==> src/rtl/cmul_arb_pkg.sv <==
// Shared definitions for the cmul_share_arb slice: default sizes, the requester-ID
// width helper, the tag type carried alongside each multiplier issue, and the
// round-robin pointer reset value.
package cmul_arb_pkg;

  localparam int unsigned DefWidth = 32;
  localparam int unsigned DefNReq  = 4;
  // Widest requester ID needed for the largest legal N_REQ (16).
  localparam int unsigned MaxIdw   = 4;

  function automatic int unsigned id_width(int unsigned n_req);
    return (n_req < 2) ? 1 : $clog2(n_req);
  endfunction

  // Pointer starts at the last requester so requester 0 is searched first.
  function automatic int unsigned rst_ptr(int unsigned n_req);
    return n_req - 1;
  endfunction

  typedef struct packed {
    logic              valid;
    logic [MaxIdw-1:0] id;
  } tag_t;

endpackage

==> src/rtl/cmul_share_arb_if.sv <==
// Request, multiplier and response signals of cmul_share_arb.
//   master: requesters + multiplier side (drives requests and mul_result)
//   slave : the scheduler (drives grants, operands and responses)
interface cmul_share_arb_if
  import cmul_arb_pkg::*;
#(
  parameter int unsigned WIDTH = DefWidth,
  parameter int unsigned N_REQ = DefNReq,
  parameter int unsigned IDW   = id_width(N_REQ)
);

  logic [N_REQ-1:0]       req_valid;
  logic [N_REQ*WIDTH-1:0] req_a;
  logic [N_REQ*WIDTH-1:0] req_b;
  logic [N_REQ-1:0]       req_ready;
  logic [WIDTH-1:0]       mul_a;
  logic [WIDTH-1:0]       mul_b;
  logic [2*WIDTH-1:0]     mul_result;
  logic                   rsp_valid;
  logic [IDW-1:0]         rsp_id;
  logic [2*WIDTH-1:0]     rsp_data;

  modport master (
    output req_valid, req_a, req_b, mul_result,
    input  req_ready, mul_a, mul_b, rsp_valid, rsp_id, rsp_data
  );

  modport slave (
    input  req_valid, req_a, req_b, mul_result,
    output req_ready, mul_a, mul_b, rsp_valid, rsp_id, rsp_data
  );

endinterface

==> src/rtl/cmul_rr_arb.sv <==
// Round-robin picker for cmul_share_arb. Owns the RR pointer.
//   clk, rst_n : clock, async active-low reset
//   req_valid  : request vector
//   enable     : gates all grants
//   xfer       : a grant was accepted this cycle (pointer advances)
//   grant      : one-hot grant (combinational)
//   grant_id   : index of the picked requester
// Optional macro CMUL_ARB_PRIO0_EN: requester 0 wins whenever valid and does not
// move the pointer; the others stay round-robin.
module cmul_rr_arb
  import cmul_arb_pkg::*;
#(
  parameter int unsigned N_REQ = DefNReq,
  parameter int unsigned IDW   = id_width(N_REQ)
) (
  input  logic             clk,
  input  logic             rst_n,
  input  logic [N_REQ-1:0] req_valid,
  input  logic             enable,
  input  logic             xfer,
  output logic [N_REQ-1:0] grant,
  output logic [IDW-1:0]   grant_id
);

  localparam logic [IDW-1:0] PtrRst = IDW'(rst_ptr(N_REQ));

  logic [IDW-1:0] ptr_q, ptr_d;
  logic [IDW-1:0] idx;
  logic           found;

  // Search from ptr+1 upward, wrapping; first valid requester wins.
  always_comb begin
    grant    = '0;
    grant_id = '0;
    found    = 1'b0;
    idx      = '0;
`ifdef CMUL_ARB_PRIO0_EN
    if (req_valid[0]) begin
      found = 1'b1;
    end
`endif
    for (int unsigned k = 1; k <= N_REQ; k++) begin
      idx = IDW'((32'(ptr_q) + k) % N_REQ);
      if (!found && req_valid[idx]) begin
        found    = 1'b1;
        grant_id = idx;
      end
    end
    if (enable && found) begin
      grant[grant_id] = 1'b1;
    end
  end

  always_comb begin
    ptr_d = ptr_q;
    if (xfer) begin
      ptr_d = grant_id;
    end
`ifdef CMUL_ARB_PRIO0_EN
    // A grant to requester 0 is always a priority grant.
    if (xfer && grant_id == '0) begin
      ptr_d = ptr_q;
    end
`endif
  end

  always_ff @(posedge clk or negedge rst_n) begin
    if (!rst_n) begin
      ptr_q <= PtrRst;
    end else begin
      ptr_q <= ptr_d;
    end
  end

endmodule

==> src/rtl/cmul_share_arb.sv <==
// Shares one pipelined complex multiplier among N_REQ requesters.
// Grants round-robin, registers the winner's operands into the multiplier, tracks
// each issue through MUL_LAT cycles with a tag pipeline and returns the product
// tagged with the requester ID. No backpressure anywhere downstream.
//   clk, rst_n : clock, async active-low reset
//   enable     : allows new grants; in-flight work always drains
//   idle       : no tag in flight
//   bus        : request / multiplier / response signals (slave modport)
// Optional macro CMUL_ARB_PRIO0_EN: fixed priority for requester 0 (see cmul_rr_arb).
module cmul_share_arb
  import cmul_arb_pkg::*;
#(
  parameter int unsigned WIDTH   = DefWidth,
  parameter int unsigned N_REQ   = DefNReq,
  parameter int unsigned MUL_LAT = 2,
  parameter int unsigned IDW     = id_width(N_REQ)
) (
  input  logic             clk,
  input  logic             rst_n,
  input  logic             enable,
  output logic             idle,
  cmul_share_arb_if.slave  bus
);

  logic [N_REQ-1:0]   grant;
  logic [IDW-1:0]     grant_id;
  logic               xfer;
  logic [WIDTH-1:0]   win_a, win_b;
  logic [WIDTH-1:0]   mul_a_q, mul_b_q;
  logic               rsp_valid_q;
  logic [IDW-1:0]     rsp_id_q;
  logic [2*WIDTH-1:0] rsp_data_q;

  // Stage k holds the issue made k+1 edges ago; stage MUL_LAT lines up with mul_result.
  tag_t tag_q [MUL_LAT+1];

  cmul_rr_arb #(
    .N_REQ (N_REQ),
    .IDW   (IDW)
  ) u_arb (
    .clk       (clk),
    .rst_n     (rst_n),
    .req_valid (bus.req_valid),
    .enable    (enable),
    .xfer      (xfer),
    .grant     (grant),
    .grant_id  (grant_id)
  );

  assign bus.req_ready = grant;
  assign xfer          = |(bus.req_valid & grant);

  always_comb begin
    win_a = '0;
    win_b = '0;
    for (int unsigned i = 0; i < N_REQ; i++) begin
      if (grant[i]) begin
        win_a = bus.req_a[i*WIDTH +: WIDTH];
        win_b = bus.req_b[i*WIDTH +: WIDTH];
      end
    end
  end

  always_ff @(posedge clk or negedge rst_n) begin
    if (!rst_n) begin
      mul_a_q     <= '0;
      mul_b_q     <= '0;
      rsp_valid_q <= 1'b0;
      rsp_id_q    <= '0;
      rsp_data_q  <= '0;
      for (int unsigned k = 0; k <= MUL_LAT; k++) begin
        tag_q[k] <= '0;
      end
    end else begin
      if (xfer) begin
        mul_a_q <= win_a;
        mul_b_q <= win_b;
      end
      tag_q[0] <= '{valid: xfer, id: MaxIdw'(grant_id)};
      for (int unsigned k = 1; k <= MUL_LAT; k++) begin
        tag_q[k] <= tag_q[k-1];
      end
      rsp_valid_q <= tag_q[MUL_LAT].valid;
      // Response fields hold between products.
      if (tag_q[MUL_LAT].valid) begin
        rsp_id_q   <= tag_q[MUL_LAT].id[IDW-1:0];
        rsp_data_q <= bus.mul_result;
      end
    end
  end

  always_comb begin
    idle = 1'b1;
    for (int unsigned k = 0; k <= MUL_LAT; k++) begin
      if (tag_q[k].valid) begin
        idle = 1'b0;
      end
    end
  end

  assign bus.mul_a     = mul_a_q;
  assign bus.mul_b     = mul_b_q;
  assign bus.rsp_valid = rsp_valid_q;
  assign bus.rsp_id    = rsp_id_q;
  assign bus.rsp_data  = rsp_data_q;

endmodule

==> src/flat_wrapper.sv <==
// flat-port wrapper written by rule: the top's interface ports become plain ports
module cmul_share_arb_flat import cmul_arb_pkg::*;
#(
  parameter int unsigned WIDTH   = DefWidth,
  parameter int unsigned N_REQ   = DefNReq,
  parameter int unsigned MUL_LAT = 2,
  parameter int unsigned IDW     = id_width(N_REQ)
)
  (clk, rst_n, enable, idle, bus_req_valid, bus_req_a, bus_req_b, bus_mul_result, bus_req_ready, bus_mul_a, bus_mul_b, bus_rsp_valid, bus_rsp_id, bus_rsp_data);
  cmul_share_arb_if #(.WIDTH(WIDTH), .N_REQ(N_REQ), .IDW(IDW)) bus_i ();
  input  logic clk;
  input  logic rst_n;
  input  logic enable;
  output logic idle;
  input wire logic [$bits(bus_i.req_valid)-1:0] bus_req_valid;
  input wire logic [$bits(bus_i.req_a)-1:0] bus_req_a;
  input wire logic [$bits(bus_i.req_b)-1:0] bus_req_b;
  input wire logic [$bits(bus_i.mul_result)-1:0] bus_mul_result;
  output wire logic [$bits(bus_i.req_ready)-1:0] bus_req_ready;
  output wire logic [$bits(bus_i.mul_a)-1:0] bus_mul_a;
  output wire logic [$bits(bus_i.mul_b)-1:0] bus_mul_b;
  output wire logic [$bits(bus_i.rsp_valid)-1:0] bus_rsp_valid;
  output wire logic [$bits(bus_i.rsp_id)-1:0] bus_rsp_id;
  output wire logic [$bits(bus_i.rsp_data)-1:0] bus_rsp_data;
  assign bus_i.req_valid = bus_req_valid;
  assign bus_i.req_a = bus_req_a;
  assign bus_i.req_b = bus_req_b;
  assign bus_i.mul_result = bus_mul_result;
  assign bus_req_ready = bus_i.req_ready;
  assign bus_mul_a = bus_i.mul_a;
  assign bus_mul_b = bus_i.mul_b;
  assign bus_rsp_valid = bus_i.rsp_valid;
  assign bus_rsp_id = bus_i.rsp_id;
  assign bus_rsp_data = bus_i.rsp_data;
  cmul_share_arb #(.WIDTH(WIDTH), .N_REQ(N_REQ), .MUL_LAT(MUL_LAT), .IDW(IDW)) u_core (.clk(clk), .rst_n(rst_n), .enable(enable), .idle(idle), .bus(bus_i));
endmodule
==> config.mk <==
export PLATFORM = sky130hd
export DESIGN_NAME = cmul_share_arb_flat
export DESIGN_NICKNAME = d
export VERILOG_FILES = /design/src/rtl/cmul_arb_pkg.sv /design/src/rtl/cmul_share_arb_if.sv /design/src/rtl/cmul_rr_arb.sv /design/src/rtl/cmul_share_arb.sv /design/src/flat_wrapper.sv
export SDC_FILE = /design/constraint.sdc
export NUM_CORES = 1
export LEC_CHECK = 0
export CORE_AREA = 2 2 178 180
export CTS_CLUSTER_DIAMETER = 150
export DETAILED_ROUTE_END_ITERATION = 16
export DIE_AREA = 0 0 180 182
export GPL_TIMING_DRIVEN = 0
export PLACE_DENSITY_LB_ADDON = 0.1
export SYNTH_ARGS = -nofsm -noshare
export SYNTH_HDL_FRONTEND = slang
export SYNTH_SLANG_ARGS = --single-unit
export TNS_END_PERCENT = 100
==> constraint.sdc <==
create_clock -name clk -period 3.5 [get_ports clk]
set_clock_uncertainty 0.15 [all_clocks]
set_input_delay 0.525 -clock clk [delete_from_list [all_inputs] [get_ports clk]]
set_output_delay 0.525 -clock clk [all_outputs]
set_load 0.01 [all_outputs]
==> summary.txt <==
FF-to-FF End -> u_core.bus.mul_b[14]
P_int -> 0.004342 W
Dpl cell area -> 12290 µm²
Sequential fraction of the synthesis area -> 49.84%
Avg WL per Cell -> 20.44 µm
Via count of the routed design -> 7523
Starting Density -> 23.02%
Max Fanout on Critical Path -> 10
Worst setup path startpoint -> bus_req_valid[1]
R2r setup slk -> 0.84 ns
NetSw -> 0.002281 W
P&R area growth vs syn -> 81.16%
Final setup violating endpoints -> 0
Hold violation total from the final report -> 0
Final slew viol count -> 0
CP arrival -> 2.69 ns
DRC violations left -> 0
Die extent in y -> 182 µm
Inserted Clock Buffers -> 17
Clock power share -> 30.4%
Slew headroom -> 42.58%
Hold crit path type -> reg -> reg
Top cells by area, synth -> dfrtp_1 (49%), mux2_2 (10%), o221ai_1 (7.9%)
Routed Antenna Nets -> 0
RSZ-0062 raised after global routing -> no
Die area -> 32760 µm²
Min Tclk post-route -> 3.363 ns
Max VDD drop -> 0.0003257 V
FF-to-FF path depth -> 7
Req. time, crit path -> 2.82 ns
Largest net degree at the start of global routing -> 82
Asr flop ratio synth -> 100.0%
Detailed-route wire length -> 32660 µm
Combinational power share -> 37.3%
Pwr/cell area -> 512.4 nW/µm²
Synthesis Warnings -> 0
Worst r2r src -> u_core.u_arb.ptr_q[0]
CP Launch Type -> input pin
Final Util -> 41.71%
Number of top-level pins -> 463
Layout Cell Area excl Fill -> 12920 µm²
Slew @ Worst Pin -> 0.8613 ns
GRT overflow -> 0
Sequential share of power -> 32.3%
Drt pass-1 iters -> 5
Area leader, netlist -> dfrtp_1
Post-synth top area share -> 49.11%
Hpwl dp -> 25030 µm
Hold wc startpoint -> u_core.tag_q[11]
EDFF count, synth -> 0
DRT iter0 DRCs -> 290
Die width -> 180 µm
Fin nets -> 1509
Clock sink count -> 142
Dominant synthesized flop cell -> dfrtp_1
Clk root buf -> clkbuf_16
DR vias/cell -> 4.708
H-tree levels -> 4
Yosys reg bits -> 142
Total GRT Usage -> 19.59%
CP Class -> in -> out
Unique masters post-synth -> 30
Total power -> 0.006623 W
Post-route setup TNS -> 0 ns
Clock tree buffer depth -> 2
Lkg Pwr -> 5.076 nW
Rows -> 65
Max-cap violations -> 0
Number of global-route vias before repair -> 7957
Worst-path clk slew -> 0.07 ns
TritonCTS clock tree -> yes
Setup crit end -> bus_req_ready[2]
Status -> completed
Peak Freq -> 0.2973 GHz
Post-synthesis cell count -> 700
Sw Share -> 34.45%
Later-pin clock latency in the skew report -> 0.42 ns
Share of cells above drive strength 1 -> 13.89%
First-pass GRT wire length -> 48650 µm
Fin crit share -> 96.10%
Mapped Area -> 7134 µm²
GP Congestion -> 0.8387
CORE AREA -> 30990 µm²
Antenna violations before repair -> 1
CP Capture Type -> output port
Mean Syn Cell Area -> 10.19 µm²
Post-CTS Setup Bufs -> 0
PortBufs -> 462
Post-Syn Nets -> 1027
==> worst max-delay path, cell delays in order <==
cell             delay (ns)
clkdlybuf4s50_1        0.50
or2b_1                 0.24
nor2_1                 0.07
or3_1                  0.36
buf_2                  0.16
buf_6                  0.17
buf_6                  0.16
nor3_1                 0.18
dlygate4sd2_1          0.31
==> metrics by stage <==
step                      instances  hold WS, ns  worst slack [ns]
final                          1598       0.2027            0.1366
after global routing           1598       0.2191          0.006405
after CTS                      1597       0.2052           0.01030
after detailed placement       1565       0.1887           -0.2705
after global placement         1564       0.1892            -4.671
after floorplan                 700      0.07941             1.034
==> per-layer routing <==
| metal | global-route usage, % | share of wire [%] |
|---|---|---|
| met4 | 5.528 | 1.6 |
| met3 | 5.596 | 7.8 |
| met5 | 0 | 0 |
| met2 | 34.27 | 50 |
| met1 | 23.40 | 41 |
==> logic make-up after synthesis <==
logic type / share of synthesized area [%]
compound gates: 21.76
buf+inv: 4.770
flops: 49.84
mux: 10.42
simple gates: 13.21
==> cell usage after synthesis (2+ instances only) <==
cell,count
a211oi_2,27
nand2_1,131
buf_2,29
mux2_2,66
buf_1,5
clkbuf_1,33
o21ai_1,47
or2b_1,2
o221ai_1,64
nand2b_1,2
nor3b_1,2
o21ai_0,20
buf_6,4
nor2_1,6
nor3_1,68
dfrtp_1,140
or3_1,2
a211oi_1,39
dfstp_2,2
==> state kept, by name, summed over array words and instances (netlist names) <==
register / flops
u_core.u_arb.ptr_q: 2
u_core.tag_q: 9
u_core.bus.rsp_data: 64
u_core.bus.mul_a: 32
u_core.bus.mul_b: 32
u_core.bus.rsp_valid: 1
u_core.bus.rsp_id: 2
==> worst min path at each step <==
| stage | endpoint | slack (ns) | cells after the start |
|---|---|---|---|
| 2_1_floorplan | u_core.bus.mul_a[0] | 0.08 | 0 |
| 3_3_place_gp | u_core.tag_q[6] | 0.19 | 0 |
| 3_5_place_dp | u_core.tag_q[6] | 0.19 | 0 |
| 4_1_cts | u_core.tag_q[6] | 0.21 | 0 |
| 5_1_grt | u_core.tag_q[0] | 0.22 | 0 |
| 6_report | u_core.tag_q[6] | 0.20 | 0 |
==> cells in the final DEF (no fill, tap or decap), types with 2 or more instances in the layout <==
master / instances
a211oi_1: 39
a211oi_2: 27
buf_1: 5
buf_2: 30
buf_6: 4
bufinv_16: 2
clkbuf_1: 31
clkbuf_16: 17
clkdlybuf4s50_1: 457
clkinv_4: 2
clkinv_8: 2
dfrtp_1: 140
dfstp_2: 2
dlygate4sd2_1: 2
inv_6: 2
inv_8: 6
mux2_2: 66
nand2_1: 131
nand2b_1: 2
nor2_1: 6
nor3_1: 68
nor3b_1: 2
o21ai_0: 20
o21ai_1: 47
o221ai_1: 64
or2b_1: 2
or3_1: 2
==> power by group through the flow <==
stage	Combinational (W)	Clock, W	Sequential, W
3_3_place_gp	0.00251	0	0.00216
4_1_cts	0.00251	0.00206	0.00214
5_1_grt	0.00267	0.00214	0.00218
3_5_place_dp	0.00251	0	0.00217
2_1_floorplan	0.000917	0	0.00230
6_report	0.00247	0.00202	0.00214
==> area by class of cell <==
class                           count  area, µm²
Multi-Input combinational cell    485       3238
Inverter                            2      7.507
Fill cell                        3072      18060
Antenna cell                        1      2.502
Buffer                             70      330.3
Tap cell                          402      503.0
Clock inverter                     15      200.2
Timing Repair Buffer              464       4662
Sequential cell                   142       3556
Clock buffer                       17      425.4
==> repair_timing <==
item                                    in CTS  in global routing
hold buffers                                 1                  0
gates resized for setup                      3                  7
endpoints found under the setup margin       3                  3
hold endpoints to repair                    61                  0
No activity file was read; power rests on OpenSTA's default activity.
